<file path="config.mk">
export PLATFORM = sky130hd
export DESIGN_NAME = ram_key_scheduler
export DESIGN_NICKNAME = d
export VERILOG_FILES = /design/src/rtl/ram_key_scheduler.sv
export SDC_FILE = /design/constraint.sdc
export NUM_CORES = 1
export LEC_CHECK = 0
export CORE_ASPECT_RATIO = 0.5
export CORE_MARGIN = 1
export CORE_UTILIZATION = 35
export DETAILED_ROUTE_END_ITERATION = 12
export GPL_TIMING_DRIVEN = 0
export MAX_ROUTING_LAYER = met4
export PLACE_DENSITY = 0.6
export RECOVER_POWER = 25
export SLEW_MARGIN = 30
export SYNTH_ARGS = -nofsm -noshare
export SYNTH_HDL_FRONTEND = slang
export SYNTH_SLANG_ARGS = --single-unit
</file>
<file path="constraint.sdc">
create_clock -name clk -period 4.05 [get_ports clk]
set_input_delay 0.6075 -clock clk [delete_from_list [all_inputs] [get_ports clk]]
set_output_delay 0.6075 -clock clk [all_outputs]
set_load 0.02 [all_outputs]
</file>
<file path="src/rtl/ram_key_scheduler.sv">
// RC4 key-scheduling pass over a 256-entry single-port synchronous S-array RAM.
// Optional macro RAM_KEY_SCHEDULER_SKIP_SELF_SWAP_EN skips iterations where j == i.
module ram_key_scheduler #(
  parameter int unsigned RAM_WIDTH = 8,
  parameter int unsigned KEY_BYTES = 3
) (
  input  logic                   clk,
  input  logic                   reset,
  input  logic                   start,
  input  logic [KEY_BYTES*8-1:0] key,
  output logic                   busy,
  output logic                   finished,
  output logic                   write_enable,
  output logic [RAM_WIDTH-1:0]   address,
  output logic [RAM_WIDTH-1:0]   ram_in,
  input  logic [RAM_WIDTH-1:0]   ram_out
);

  localparam int unsigned KW = (KEY_BYTES > 1) ? $clog2(KEY_BYTES) : 1;
  localparam logic [RAM_WIDTH-1:0] LAST_I = '1;

  typedef enum logic [2:0] {
    IDLE,
    ADDR_I,
    WAIT_I,
    ADDR_J,
    WAIT_J,
    WRITE_I,
    WRITE_J
  } state_t;

  state_t               state, state_d;
  logic [RAM_WIDTH-1:0] i, i_d;
  logic [RAM_WIDTH-1:0] j, j_d;
  logic [RAM_WIDTH-1:0] si, si_d;
  logic [KW-1:0]        kidx, kidx_d;
  logic                 start_q;
  logic                 busy_d, finished_d, write_enable_d;
  logic [RAM_WIDTH-1:0] address_d, ram_in_d;

  logic                 start_edge;
  logic [7:0]           key_byte;
  logic [RAM_WIDTH-1:0] j_sum;
  logic [RAM_WIDTH-1:0] i_inc;
  logic [KW-1:0]        kidx_inc;
  logic                 last_iter;

  assign start_edge = start & ~start_q;
  assign j_sum      = j + ram_out + RAM_WIDTH'(key_byte);
  assign i_inc      = i + RAM_WIDTH'(1);
  assign kidx_inc   = (kidx == KW'(KEY_BYTES - 1)) ? '0 : kidx + KW'(1);
  assign last_iter  = (i == LAST_I);

  // Key byte 0 is the most significant byte of key; kidx tracks i mod KEY_BYTES.
  always_comb begin
    key_byte = 8'h00;
    for (int b = 0; b < KEY_BYTES; b++) begin
      if (kidx == KW'(b)) key_byte = key[(KEY_BYTES-1-b)*8 +: 8];
    end
  end

  always_ff @(posedge clk) begin
    if (!reset) begin
      state        <= IDLE;
      i            <= '0;
      j            <= '0;
      si           <= '0;
      kidx         <= '0;
      start_q      <= 1'b0;
      busy         <= 1'b0;
      finished     <= 1'b0;
      write_enable <= 1'b0;
      address      <= '0;
      ram_in       <= '0;
    end else begin
      state        <= state_d;
      i            <= i_d;
      j            <= j_d;
      si           <= si_d;
      kidx         <= kidx_d;
      start_q      <= start;
      busy         <= busy_d;
      finished     <= finished_d;
      write_enable <= write_enable_d;
      address      <= address_d;
      ram_in       <= ram_in_d;
    end
  end

  // Next state and next registered outputs; outputs reflect the state being entered.
  always_comb begin
    state_d        = state;
    i_d            = i;
    j_d            = j;
    si_d           = si;
    kidx_d         = kidx;
    busy_d         = busy;
    finished_d     = 1'b0;
    write_enable_d = 1'b0;
    address_d      = address;
    ram_in_d       = ram_in;

    case (state)
      IDLE: begin
        if (start_edge) begin
          i_d       = '0;
          j_d       = '0;
          kidx_d    = '0;
          busy_d    = 1'b1;
          address_d = '0;
          state_d   = ADDR_I;
        end
      end
      ADDR_I: state_d = WAIT_I;
      WAIT_I: begin
        si_d = ram_out;
        j_d  = j_sum;
`ifdef RAM_KEY_SCHEDULER_SKIP_SELF_SWAP_EN
        if (j_sum == i) begin
          if (last_iter) begin
            busy_d     = 1'b0;
            finished_d = 1'b1;
            address_d  = '0;
            state_d    = IDLE;
          end else begin
            i_d       = i_inc;
            kidx_d    = kidx_inc;
            address_d = i_inc;
            state_d   = ADDR_I;
          end
        end else begin
          address_d = j_sum;
          state_d   = ADDR_J;
        end
`else
        address_d = j_sum;
        state_d   = ADDR_J;
`endif
      end
      ADDR_J: state_d = WAIT_J;
      WAIT_J: begin
        ram_in_d       = ram_out;
        address_d      = i;
        write_enable_d = 1'b1;
        state_d        = WRITE_I;
      end
      WRITE_I: begin
        ram_in_d       = si;
        address_d      = j;
        write_enable_d = 1'b1;
        state_d        = WRITE_J;
      end
      WRITE_J: begin
        if (last_iter) begin
          busy_d     = 1'b0;
          finished_d = 1'b1;
          address_d  = '0;
          state_d    = IDLE;
        end else begin
          i_d       = i_inc;
          kidx_d    = kidx_inc;
          address_d = i_inc;
          state_d   = ADDR_I;
        end
      end
      default: state_d = IDLE;
    endcase
  end

endmodule
</file>
==> results.py <==
metrics = {
    "synthesis": {
        "synthArstFlopShare": 0,
        "synth_cell_types": 62,
        "synth_area_leaders": "dfxtp_1 35%, mux2i_1 6.5%, nand2_1 5.8%",
        "avgSynthCellArea_sq_um": 8.59,
        "yosys.cell_count.top_type": "dfxtp_1",
        "yosys.area.top_type_share": 0.353,
        "synth_area_sq_um": 2780,
        "synth_area_leader_cell": "dfxtp_1",
        "synth_cells": 324,
        "yosysSeqAreaShare": 0.353,
        "synth-edff-count": 0,
        "yosysWarnings": 0,
        "synth_common_cells": "49 x dfxtp_1, 43 x nand2_1, 33 x nor2_1, 31 x a21oi_1, 18 x mux2i_1",
        "syn-num-nets": 374,
        "synth-seq-cells": 49,
        "synth_top_flop_cell": "dfxtp_1",
    },
    "finish": {
        "n_fill_cell": 738,
        "layout.nets": 434,
        "utilization": 0.479,
        "syn_to_final_growth_pct": 29.2,
        "instances_no_fill": 493,
        "diodes": 0,
        "finalInstanceArea_sq_um": 3600,
        "drive_above_1_share": 0.101,
    },
    "critical_path": {
        "crit_slowest_cell": "fa_1",
        "r2r_cells": 12,
        "max_stage_delay_ps": 520,
        "critPathKind": "reg -> reg",
        "crit_chain": "buf_2 > mux2i_1 > o21ai_0 > fa_1 > ha_1 > inv_1 > fa_1 > nor2b_1 > o31a_1 > o22ai_1 > xnor2_1 > o22ai_1",
        "crit_path_start": "kidx[1]",
        "worstSetupStartpointType": "register",
        "crit_arrival_ps": 3260,
        "cp.required_ps": 4200,
        "cp_max_fo": 10,
        "end_kind": "register",
        "timing.rr.start": "kidx[1]",
    },
    "drt": {
        "route.vias.total": 2623,
        "ant_nets": 0,
        "routed.top_layer": "met4",
        "dr.pass1.iters": 5,
        "wire_per_inst_um": 16.1,
        "dr_wl_met2_um": 3430,
        "drc": 0,
        "viasPerCell": 5.32,
        "routed_wl_um": 7950,
        "dr_wl_met3_um": 447,
        "wl_met1_um": 3990,
        "drt_iter0_drc": 214,
    },
    "power_and_ir_drop": {
        "intPower_mw": 0.867,
        "clockPowerShare": 0.345,
        "irDropWorstVdd_mv": 0.173,
        "p_comb_frac": 0.235,
        "finalPower_mw": 1.23,
        "p_leak_nw": 1.35,
        "seq_power_share": 0.420,
        "power.density_nw_per_um2": 343,
        "swShare": 0.297,
        "p_sw_mw": 0.366,
    },
    "cts": {
        "root_buffer": "clkbuf_16",
        "cts_buffers": 5,
        "tritoncts": "yes",
        "cts.repair.resized": 0,
        "cts_setup_buffers": 0,
        "cts_buffer_depth": 2,
        "cts_max_level": 2,
        "insertion_delay_ps": 300,
        "postCtsHoldBufs": 0,
        "path_clk_slew_ps": 70,
        "cts_sinks": 49,
    },
    "timing": {
        "setup_viol": 0,
        "max_freq_ghz": 0.321,
        "fin_crit_sh": 0.769,
        "hold_viol": 0,
        "worstMarginPinSlew_ps": 648,
        "tns_ps": 0,
        "slew_viol_final": 0,
        "grt_setup_unrepaired": "false",
        "hold_ws_ps": 459,
        "worst_slack_ps": 937,
        "fin_crit_ps": 3110,
        "relSlewSlack": 0.568,
        "skew_ps": 5.16,
    },
    "global_route": {
        "grt_max_degree": 17,
        "grt_remaining_overflow": 0,
        "antenna_found_initial": 0,
        "grt_pass1_wl_um": 12900,
        "grt_pass1_vias": 2529,
        "grtUsageTotal": 0.213,
    },
    "hold_path": {
        "hp-start": "si[4]",
        "min_path_type": "reg -> reg",
        "hold_depth": 2,
    },
    "placed_design": {
        "place.gp.congestion": 0.851,
        "place_ws_ps": 710,
        "port_buffers": 53,
        "place_inst": 485,
        "place_area_sq_um": 3450,
        "dp_hpwl_um": 6280,
    },
    "floorplanning": {
        "dieArea_sq_um": 8330,
        "core_sq_um": 7510,
        "start_util": 0.370,
        "pin_count": 54,
        "row_count": 22,
        "die_h_um": 65.1,
        "die_x_um": 128,
    },
    "status": {
        "status": "finished, final reports clean",
    },
    "flow_run": {
        "cap_violations": 0,
    },
}
## power groups by stage
stage / registers, mW / clock network, mW / logic, mW
6_report: 0.518 / 0.425 / 0.290
5_1_grt: 0.520 / 0.452 / 0.317
3_3_place_gp: 0.529 / 0 / 0.283
4_1_cts: 0.518 / 0.429 / 0.290
2_1_floorplan: 0.537 / 0 / 0.173
3_5_place_dp: 0.529 / 0 / 0.289
## metal layers
metal  global-route usage  vias to the layer above
met5                    -                        -
met3               0.0438                        8
met2                0.323                       76
li1                     -                     1263
met1                0.289                     1276
met4               0.0574                        0
## cell type report
| cell class | count | area [sq um] | share of cell area |
|---|---|---|---|
| Buffer | 20 | 114 | 0.0317 |
| Clock buffer | 5 | 125 | 0.0348 |
| Clock inverter | 3 | 22.5 | 0.00626 |
| Inverter | 10 | 37.5 | 0.0104 |
| Multi-Input combinational cell | 245 | 1650 | 0.459 |
| Sequential cell | 49 | 981 | 0.273 |
| Tap cell | 108 | 135 | 0.0376 |
| Timing Repair Buffer | 53 | 531 | 0.148 |
## worst max-delay path, delay by kind of cell (launching register included)
kind | cells | cell delay (ps)
adder cells (fa/ha/maj) | 3 | 1120
buffers and inverters | 2 | 350
XOR/XNOR | 1 | 180
AO/OA/AOI/OAI | 4 | 530
multiplexers | 1 | 230
flip-flops | 1 | 360
AND/OR/NAND/NOR | 1 | 190
## placed cells by master (no fill, tap or decap), types with 5 or more instances in the layout
cell type	Yosys	routed
clkdlybuf4s50_1	0	38
buf_2	7	7
ha_1	7	7
fa_1	8	8
nand2_1	43	43
nand3_1	8	8
a211oi_1	9	9
dlygate4sd3_1	0	15
o21ai_0	15	15
a21oi_1	31	31
clkbuf_1	5	6
clkbuf_16	0	5
buf_4	6	6
xnor2_1	8	8
dfxtp_1	49	49
nor2_1	33	33
inv_1	8	8
a22oi_1	7	7
mux2i_1	18	18
## flip-flops by register name (all words and copies together), names as in the netlist
signal / cells
si: 8
kidx: 2
i: 8
state: 3
finished: 1
busy: 1
start_q: 1
j: 8
write_enable: 1
ram_in: 8
address: 8
## kinds of logic (layout without fill, tap and decap cells)
kind of cell               after synthesis  in the layout  synth area share
xor gates and xnor gates                 9              9            0.0283
adders and majority gates               15             15            0.0890
AOI/OAI and AO/OA                       88             88             0.205
muxes                                   21             21            0.0769
DFF                                     49             49             0.353
and+or+nand+nor                        112            112             0.194
buffers and inverters                   30             91            0.0544
## path summary, 6_finish.rpt
check / endpoint / slack, ps
max: address[7] / 940
min: si[4] / 460
max reg2reg: address[7] / 940
min reg2reg: si[4] / 460
(Power assumes the default switching activity.)
